[config.mk]
export PLATFORM = sky130hd
export DESIGN_NAME = multicycle_control
export DESIGN_NICKNAME = d
export VERILOG_FILES = /design/src/rtl/multicycle_control.sv
export SDC_FILE = /design/constraint.sdc
export NUM_CORES = 1
export LEC_CHECK = 0
export ABC_CLOCK_PERIOD_IN_PS = 3550
export CAP_MARGIN = 30
export CORE_MARGIN = 5
export CORE_UTILIZATION = 40
export DETAILED_ROUTE_END_ITERATION = 12
export PLACE_DENSITY = 0.63
export SLEW_MARGIN = 5
export SYNTH_ARGS = -nofsm -noshare
export SYNTH_HDL_FRONTEND = slang
export SYNTH_SLANG_ARGS = --single-unit
export TNS_END_PERCENT = 5
[constraint.sdc]
create_clock -name clk -period 3.55 [get_ports clk]
set_input_delay 0.71 -clock clk [delete_from_list [all_inputs] [get_ports clk]]
set_output_delay 0.71 -clock clk [all_outputs]
set_load 0.005 [all_outputs]
[src/rtl/multicycle_control.sv]
// Multi-cycle main control FSM: FETCH/DECODE/EXEC/MEM/WB sequencing with waitrequest stalls,
// bus timeout and retired-instruction counting. Optional illegal-opcode trap: MULTICYCLE_CTRL_ILLEGAL_TRAP_EN.
module multicycle_control #(
    parameter int ALUOP_W     = 6,
    parameter int TIMEOUT_W   = 8,
    parameter int TIMEOUT_MAX = 255,
    parameter int CNT_W       = 32
) (
    input  logic               clk,
    input  logic               reset_n,
    input  logic [5:0]         opcode,
    input  logic [5:0]         func_code,
    input  logic               rs_eq_rt,
    input  logic               mem_waitreq,
    output logic               instr_read,
    output logic               ir_write,
    output logic               pc_write,
    output logic [1:0]         pc_src,
    output logic               reg_dst,
    output logic               reg_write,
    output logic               mem_read,
    output logic               mem_write,
    output logic               mem_to_reg,
    output logic               alu_src,
    output logic [ALUOP_W-1:0] alu_op,
    output logic               halt,
    output logic               bus_err,
    output logic [CNT_W-1:0]   retired,
    output logic               illegal
);
    localparam logic [2:0] S_IDLE   = 3'd0;
    localparam logic [2:0] S_FETCH  = 3'd1;
    localparam logic [2:0] S_DECODE = 3'd2;
    localparam logic [2:0] S_EXEC   = 3'd3;
    localparam logic [2:0] S_MEM    = 3'd4;
    localparam logic [2:0] S_WB     = 3'd5;
    localparam logic [2:0] S_HALTED = 3'd6;

    localparam logic [5:0] OP_HALT = 6'h3F;
    localparam logic                 TMO_EN   = (TIMEOUT_MAX != 0);
    localparam logic [TIMEOUT_W-1:0] TMO_LAST = TIMEOUT_W'(TIMEOUT_MAX - 1);

    logic [2:0]           state_q, state_d;
    logic [5:0]           op_q, op_d, fn_q, fn_d;
    logic [TIMEOUT_W-1:0] tcnt_q, tcnt_d;
    logic [CNT_W-1:0]     retired_q, retired_d;
    logic                 bus_err_q, bus_err_d;
    logic                 tmo_hit_s, trap_s;
    logic                 is_addu_s, is_jr_s, is_addiu_s, is_lw_s, is_sw_s, is_beq_s, is_bne_s, is_j_s;
    logic [ALUOP_W+5:0]   op_ext_s;

    assign is_addu_s  = (op_q == 6'h00) && (fn_q == 6'h21);
    assign is_jr_s    = (op_q == 6'h00) && (fn_q == 6'h08);
    assign is_addiu_s = (op_q == 6'h09);
    assign is_lw_s    = (op_q == 6'h23);
    assign is_sw_s    = (op_q == 6'h2B);
    assign is_beq_s   = (op_q == 6'h04);
    assign is_bne_s   = (op_q == 6'h05);
    assign is_j_s     = (op_q == 6'h02);
    assign tmo_hit_s  = TMO_EN && mem_waitreq && (tcnt_q == TMO_LAST);
    assign op_ext_s   = {{ALUOP_W{1'b0}}, op_q};

`ifdef MULTICYCLE_CTRL_ILLEGAL_TRAP_EN
    logic illegal_q, illegal_d;

    function automatic logic is_listed(input logic [5:0] op, input logic [5:0] fn);
        case (op)
            6'h00:   is_listed = (fn == 6'h21) || (fn == 6'h08);
            6'h09, 6'h23, 6'h2B, 6'h04, 6'h05, 6'h02, 6'h3F: is_listed = 1'b1;
            default: is_listed = 1'b0;
        endcase
    endfunction

    assign trap_s = !is_listed(opcode, func_code);

    // Sticky illegal flag, raised only when DECODE actually takes the trap path
    always_comb begin
        illegal_d = illegal_q;
        if ((state_q == S_DECODE) && trap_s) begin
            illegal_d = 1'b1;
        end else begin
            illegal_d = illegal_q;
        end
    end

    // Illegal flag register
    always_ff @(posedge clk or negedge reset_n) begin
        if (!reset_n) illegal_q <= 1'b0;
        else          illegal_q <= illegal_d;
    end

    assign illegal = illegal_q;
`else
    assign trap_s  = 1'b0;
    assign illegal = 1'b0;
`endif

    // Next-state, instruction latch, timeout and retire bookkeeping
    always_comb begin
        state_d   = state_q;
        op_d      = op_q;
        fn_d      = fn_q;
        bus_err_d = bus_err_q;
        case (state_q)
            S_IDLE:   state_d = S_FETCH;
            S_FETCH: begin
                if (!mem_waitreq) begin
                    state_d = S_DECODE;
                end else if (tmo_hit_s) begin
                    state_d   = S_HALTED;
                    bus_err_d = 1'b1;
                end else begin
                    state_d = S_FETCH;
                end
            end
            S_DECODE: begin
                op_d = opcode;
                fn_d = func_code;
                if (opcode == OP_HALT)  state_d = S_HALTED;
                else if (trap_s)        state_d = S_HALTED;
                else                    state_d = S_EXEC;
            end
            S_EXEC: begin
                if (is_addu_s || is_addiu_s)  state_d = S_WB;
                else if (is_lw_s || is_sw_s)  state_d = S_MEM;
                else                          state_d = S_FETCH;
            end
            S_MEM: begin
                if (!mem_waitreq) begin
                    state_d = is_lw_s ? S_WB : S_FETCH;
                end else if (tmo_hit_s) begin
                    state_d   = S_HALTED;
                    bus_err_d = 1'b1;
                end else begin
                    state_d = S_MEM;
                end
            end
            S_WB:     state_d = S_FETCH;
            S_HALTED: state_d = S_HALTED;
            default:  state_d = S_IDLE;
        endcase

        // Wait counter restarts on every new bus access
        if (((state_d == S_FETCH) || (state_d == S_MEM)) && (state_d != state_q)) begin
            tcnt_d = {TIMEOUT_W{1'b0}};
        end else if (((state_q == S_FETCH) || (state_q == S_MEM)) && mem_waitreq) begin
            tcnt_d = tcnt_q + {{(TIMEOUT_W-1){1'b0}}, 1'b1};
        end else begin
            tcnt_d = tcnt_q;
        end

        if ((state_d == S_FETCH) &&
            ((state_q == S_EXEC) || (state_q == S_MEM) || (state_q == S_WB))) begin
            retired_d = retired_q + {{(CNT_W-1){1'b0}}, 1'b1};
        end else begin
            retired_d = retired_q;
        end
    end

    // Control state registers
    always_ff @(posedge clk or negedge reset_n) begin
        if (!reset_n) begin
            state_q   <= S_IDLE;
            op_q      <= 6'h00;
            fn_q      <= 6'h00;
            tcnt_q    <= {TIMEOUT_W{1'b0}};
            retired_q <= {CNT_W{1'b0}};
            bus_err_q <= 1'b0;
        end else begin
            state_q   <= state_d;
            op_q      <= op_d;
            fn_q      <= fn_d;
            tcnt_q    <= tcnt_d;
            retired_q <= retired_d;
            bus_err_q <= bus_err_d;
        end
    end

    // Strobes decode straight from state so reset clears them without waiting for a clock
    always_comb begin
        instr_read = 1'b0;
        ir_write   = 1'b0;
        pc_write   = 1'b0;
        pc_src     = 2'b00;
        reg_dst    = 1'b0;
        reg_write  = 1'b0;
        mem_read   = 1'b0;
        mem_write  = 1'b0;
        mem_to_reg = 1'b0;
        alu_src    = 1'b0;
        halt       = 1'b0;
        alu_op     = op_ext_s[ALUOP_W-1:0];
        case (state_q)
            S_IDLE:   alu_op = {ALUOP_W{1'b0}};
            S_FETCH: begin
                alu_op     = {ALUOP_W{1'b0}};
                instr_read = 1'b1;
                ir_write   = !mem_waitreq;
                pc_write   = !mem_waitreq;
            end
            S_DECODE: halt = 1'b0;
            S_EXEC: begin
                reg_dst = is_addu_s;
                alu_src = is_addiu_s || is_lw_s || is_sw_s;
                if (is_jr_s) begin
                    pc_write = 1'b1;
                    pc_src   = 2'b10;
                end else if (is_beq_s || is_bne_s) begin
                    pc_write = is_beq_s ? rs_eq_rt : !rs_eq_rt;
                    pc_src   = 2'b01;
                end else if (is_j_s) begin
                    pc_write = 1'b1;
                    pc_src   = 2'b11;
                end else begin
                    pc_write = 1'b0;
                end
            end
            S_MEM: begin
                mem_read  = is_lw_s;
                mem_write = is_sw_s;
                alu_src   = 1'b1;
            end
            S_WB: begin
                reg_write  = 1'b1;
                mem_to_reg = is_lw_s;
                reg_dst    = is_addu_s;
            end
            S_HALTED: begin
                alu_op = {ALUOP_W{1'b0}};
                halt   = 1'b1;
            end
            default:  alu_op = {ALUOP_W{1'b0}};
        endcase
    end

    assign bus_err = bus_err_q;
    assign retired = retired_q;
endmodule
==> Yosys cells after proc, flatten, opt, wreduce, memory -nomap -nowiden <==
Index checks and enable logic that the tools add are counted.
{ "word_totals": {"elab_cells": 82, "ff_bits": 56, "in_bits": 16, "out_inout_bits": 52} }
{ "op_classes": {"eq_ne": 19, "add_sub_neg": 2, "reduce_logical": 25, "n_mux": 30} }
{ "op_table": {"columns": ["op", "n"], "rows": [
  ["adder 32 x 1 -> 32 bit, second input constant", 1],
  ["equality test 6 bit, second input constant", 4],
  ["two-way mux 3 bit", 7],
  ["one-hot mux 3 bit (6 select lines)", 1],
  ["two-way mux 8 bit", 2],
  ["equality test 3 bit, second input constant", 4],
  ["equality test 6 x 3 -> 1 bit, second input constant", 2],
  ["equality test 6 x 4 -> 1 bit, second input constant", 2],
  ["two-way mux 1 bit", 12],
  ["two-way mux 2 bit", 5],
  ["logical OR 1 bit", 9],
  ["adder 8 x 1 -> 8 bit, second input constant", 1],
  ["equality test 8 bit, second input constant", 1],
  ["equality test 3 x 1 -> 1 bit, second input constant", 2],
  ["equality test 3 x 2 -> 1 bit, second input constant", 2],
  ["equality test 6 x 2 -> 1 bit, second input constant", 1],
  ["logical AND 1 bit", 6],
  ["logical NOT 6 bit", 1],
  ["two-way mux 6 bit", 1],
  ["OR reduction 2 bit", 3],
  ["one-hot mux 1 bit (2 select lines)", 2],
  ["OR reduction 4 bit", 1],
  ["logical NOT 3 bit", 1],
  ["inequality test 3 bit", 1],
  ["3 further kinds", 4]
]} }

==> Depth between registers and ports, before layout <==
Gate-level depths: netlist of run 1.
{ "logic_depth": {"ltp_word": 9, "ltp_mapped": 9, "mapped_depth_nobuf": 8} }

==> Worst setup path before layout of run 1 <==
No wires, ideal clock.
{ "synth_timing": {"kind": "register -> register", "from": "register state_q[1]", "to": "register tcnt_q[1]", "period_less_slack_ns": 2.451, "t_required_ns": 3.472, "t_arrival_ns": 2.373, "path_slack_ns": 1.099, "setup_time_ns": 0.078, "path_buffers": 0, "path_stages_with_launch": 7, "cell_sequence": "dfrtp_1 > or3b_2 > or3_4 > o221a_4 > a221o_1 > a221o_2 > a21oi_1"} }
{ "synth_between": {"elab_chain_len": 7} }
{ "synth_rtl": {"columns": ["item", "line", "text"], "rows": [
  ["start, declared", "43", "logic [2:0] state_q, state_d;"],
  ["start signal, assigned", "170", "state_q <= state_d;"],
  ["equality test 3 bit or logical NOT 3 bit (tied branches)", "104", "case (state_q)"],
  ["OR reduction 2 bit (no source line)", null, null],
  ["one-hot mux 3 bit (6 select lines)", "104", null],
  ["equality test 3 x 1 -> 1 bit or equality test 3 bit (tied branches)", "144", "if (((state_d == S_FETCH) || (state_d == S_MEM)) && (state_d != state_q)) begin"],
  ["logical OR 1 bit", "144", null],
  ["logical AND 1 bit", "144", null],
  ["two-way mux 8 bit or nonzero test 2 bit (tied branches)", null, null],
  ["end signal, assigned", "166", "tcnt_q <= {TIMEOUT_W{1'b0}};"],
  ["end signal, assigned", "173", "tcnt_q <= tcnt_d;"],
  ["end, declared", "45", "logic [TIMEOUT_W-1:0] tcnt_q, tcnt_d;"]
]} }
Several ways; a longest one is shown, not always the timed one.
A chain may end at the register's enable or synchronous reset.

==> Final worst setup path of run 1 <==
{ "layout_timing": {"from": "register state_q[2]", "to": "output pc_write"} }
{ "layout_between": {"elab_chain_len": 2} }
{ "layout_rtl": {"columns": ["item", "line", "text"], "rows": [
  ["equality test 3 x 2 -> 1 bit or equality test 3 x 1 -> 1 bit (tied branches)", "193", "case (state_q)"],
  ["one-hot mux 1 bit (2 select lines) (*)", "193", null],
  ["end, declared", "17", "output logic pc_write,"]
]} }
Mark *: on every way between the ends. The rest lies on a longest branch, timed or not.

==> results of run 1 <==
-- layout by cell type (no fill, tap or decap), types with 2 or more instances in the layout --
cell,count
sky130_fd_sc_hd__clkdlybuf4s50_1,65
sky130_fd_sc_hd__dfrtp_1,56
sky130_fd_sc_hd__nand2_1,24
sky130_fd_sc_hd__nor2_1,20
sky130_fd_sc_hd__xor2_1,20
sky130_fd_sc_hd__xnor2_1,19
sky130_fd_sc_hd__nand3_1,18
sky130_fd_sc_hd__nand4_1,15
sky130_fd_sc_hd__a21oi_1,13
sky130_fd_sc_hd__inv_1,12
sky130_fd_sc_hd__nor3_1,12
sky130_fd_sc_hd__mux2_2,11
sky130_fd_sc_hd__nor4_1,9
sky130_fd_sc_hd__nand2b_1,7
sky130_fd_sc_hd__and3_1,6
sky130_fd_sc_hd__and2_1,6
sky130_fd_sc_hd__clkbuf_8,6
sky130_fd_sc_hd__o21ai_0,4
sky130_fd_sc_hd__nor2b_1,4
sky130_fd_sc_hd__buf_4,4
sky130_fd_sc_hd__or3b_2,3
sky130_fd_sc_hd__or2_2,3
sky130_fd_sc_hd__ha_1,3
sky130_fd_sc_hd__a211oi_1,2
-- where the power goes --
group	internal, uW	switching, uW
Clock	160	217
Combinational	401	383
Sequential	763	171
Total	1320	771
-- flip-flops by register name (all words and copies together), names as in the netlist --
signal	count
fn_q	6
op_q	6
state_q	3
tcnt_q	8
bus_err	1
retired	32
-- area by class of cell --
type / instances / area share
well taps: 99 / 0.03240
inverters: 12 / 0.01178
multi-input cells: 221 / 0.3848
flip-flops and latches: 56 / 0.3665
clock inverters: 2 / 0.003599
repair buffers: 70 / 0.1793
clock buffers: 6 / 0.02160
-- cells by family (layout without fill, tap and decap cells) --
group	after synthesis	count (layout)
buffers and inverters	20	90
AND/OR/NAND/NOR	136	136
other	1	1
XOR/XNOR	39	39
adder cells (fa/ha/maj)	3	3
flip-flops	56	56
AO/OA/AOI/OAI	31	31
multiplexers	11	11
-- layer usage --
metal  track usage  part of all wire
met5             0                 0
met4       0.03673             0.011
met3       0.04300             0.062
met2        0.2554              0.45
met1        0.2241              0.47
-- worst paths after layout --
path | startpoint | slack [ps] | end | cells past startpoint
worst min-delay path | bus_err | 470 | bus_err | 1
worst max register to register | state_q[0] | 760 | tcnt_q[4] | 6
max in group asynchronous | reset_n | 2280 | retired[10] | 2
min in group asynchronous | reset_n | 490 | tcnt_q[0] | 1
worst min register to register | bus_err | 470 | bus_err | 1
worst max-delay path | state_q[2] | 370 | pc_write | 5
-- metrics by stage --
| step | cells | hold slack (ps) | instance area [um2] |
|---|---|---|---|
| final | 466 | 474.9 | 3824 |
| after global routing | 466 | 517.1 | 3824 |
| after CTS | 466 | 483.0 | 3824 |
| after detailed placement | 458 | 452.5 | 3727 |
| after global placement | 458 | 443.9 | 3727 |
| after floorplan | 297 | 414.4 | 2952 |
-- critical path: cells and delay by family, from the launching register on --
| family | cells | cell delay (ps) |
|---|---|---|
| AO/OA/AOI/OAI | 2 | 340 |
| buffers and inverters | 1 | 510 |
| flip-flops | 1 | 500 |
| AND/OR/NAND/NOR | 2 | 810 |
-- synth_stat cells (all sizes together) (9+ instances only) --
cell type,n
a21oi,13
dfrtp,56
inv,12
mux2,11
nand2,24
nand3,18
nand4,15
nor2,20
nor3,12
nor4,9
xnor2,19
xor2,20
==> insert_results.sql, run 1 <==
INSERT INTO impl_metrics (metric_group, metric, value, unit) VALUES
('placement', 'place_ws', '617.6', 'ps'),
('final_layout', 'utilization', '0.5300', ''),
('sta', 'min_period', '3185', 'ps'),
('power', 'ir_worst_vdd', '0.2595', 'mV'),
('cts', 'clock_tree_buffer_depth', '2', ''),
('hold_path', 'hold_path.class', 'register to register', ''),
('outcome', 'status', 'finished, final reports clean', ''),
('cts', 'post-cts-setup-buffer-count', '0', ''),
('floorplanning', 'top_level_ports', '68', ''),
('sta', 'setup_repair_after_global_routing_missed_its_margin', 'no', ''),
('final_layout', 'antenna-diode-count', '0', ''),
('floorplanning', 'initial_standard_cell_utilization_of_the_core', '0.4091', ''),
('routing', 'ant_nets_after_route', '0', ''),
('global_routing', 'grt_max_degree', '39', ''),
('global_routing', 'grt_overflow', '0', ''),
('routing', 'wl', '6850', 'um'),
('yosys', 'yosys.cell_types.count', '45', ''),
('routing', 'viasPerCell', '5.165', ''),
('setup_path', 'critPathLaunchType', 'register', ''),
('floorplanning', 'fp.dieH', '95.90', 'um'),
('final_layout', 'flow.area_growth_from_synthesis', '29.55', '%'),
('yosys', 'syn-mean-instance-area', '9.938', 'um2'),
('yosys', 'synth_top_cells_by_area', 'sky130_fd_sc_hd__dfrtp_1 (47%), sky130_fd_sc_hd__xor2_1 (5.9%), sky130_fd_sc_hd__xnor2_1 (5.6%), sky130_fd_sc_hd__mux2_2 (4.2%), sky130_fd_sc_hd__nand4_1 (3.2%)', ''),
('routing', 'dr.pass1.iters', '4', ''),
('setup_path', 'critical_path.slowest_cell', 'sky130_fd_sc_hd__or4_1', ''),
('yosys', 'post_synth_fa_ha_maj_area_fraction', '0.01272', ''),
('yosys', 'synth_area_leader_cell', 'sky130_fd_sc_hd__dfrtp_1', ''),
('sta', 'slew-limit-headroom', '0.3581', ''),
('final_layout', 'drive_gt1_frac', '0.1063', ''),
('cts', 'ctsRootBufferMaster', 'sky130_fd_sc_hd__clkbuf_8', ''),
('floorplanning', 'fp.dieArea', '9197', 'um2'),
('yosys', 'async_set_or_reset_register_ratio_after_synthesis', '1.000', ''),
('final_layout', 'fill_cells', '691', ''),
('floorplanning', 'die-width', '95.90', 'um'),
('yosys', 'yosys_top_cell_area_share', '0.4748', ''),
('cts', 'cts_hold_fix_bufs', '0', ''),
('cts', 'cts_tree', 'yes', ''),
('yosys', 'synthesis.area', '2952', 'um2'),
('placement', 'dp_hpwl', '5059', 'um'),
('global_routing', 'grt_use_total', '0.1623', ''),
('cts', 'cts.sink_count', '56', ''),
('global_routing', 'grt_pass1_vias', '2521', ''),
('routing', 'detailedRoute.firstIterationViolations', '110', ''),
('sta', 'finClkSkew', '12.40', 'ps'),
('yosys', 'syn-num-nets', '316', ''),
('yosys', 'yosys_warnings', '0', ''),
('power', 'power', '2095', 'uW'),
('routing', 'routed_wirelength_normalized_by_instance_count', '14.70', 'um'),
('setup_path', 'crit_chain', 'nand2b_1 > or4_1 > a21oi_1 > a311o_1 > clkdlybuf4s50_1', ''),
('yosys', 'muxShareOfSynthArea', '0.04197', ''),
('setup_path', 'path_type_of_the_worst_setup_path', 'register to output port', ''),
('final_layout', 'register_area', '1401', 'um2'),
('yosys', 'synthesis.instances', '297', ''),
('placement', 'port-buffer-count', '66', ''),
('placement', 'gpl.final_weighted_congestion', '0.8585', ''),
('yosys', 'synth-seq-cells', '56', ''),
('sta', 'setup_viol_count_final', '0', ''),
('cts', 'cts.repair.resized', '0', ''),
('sta', 'timing.final.crit_share', '0.8971', ''),
('routing', 'drt_drc_violations_left', '0', ''),
('final_layout', 'fin_nets', '385', ''),
('sta', 'final-hold-violation-count', '0', ''),
('yosys', 'synthFlopType', 'sky130_fd_sc_hd__dfrtp_1', ''),
('setup_path', 'cp-end-kind', 'output port', ''),
('cts', 'clkTransAtPathRegs', '110', 'ps'),
('floorplanning', 'placement_rows', '31', ''),
('global_routing', 'antenna_found_initial', '0', ''),
('yosys', 'synth-edff-count', '0', ''),
('sta', 'achievable-frequency', '0.3140', 'GHz'),
('setup_path', 'crit_path_max_incr_delay', '550', 'ps'),
('global_routing', 'first_pass_grt_wire_length', '11930', 'um');
Note: power is estimated with default switching activity, not from simulation.
==> run 2, diff against run 1 <==
- HOLD_SLACK_MARGIN: unset -> 0.08
==> results of run 2 <==
The final DEF is identical to that of run 1; final timing and power are the same.
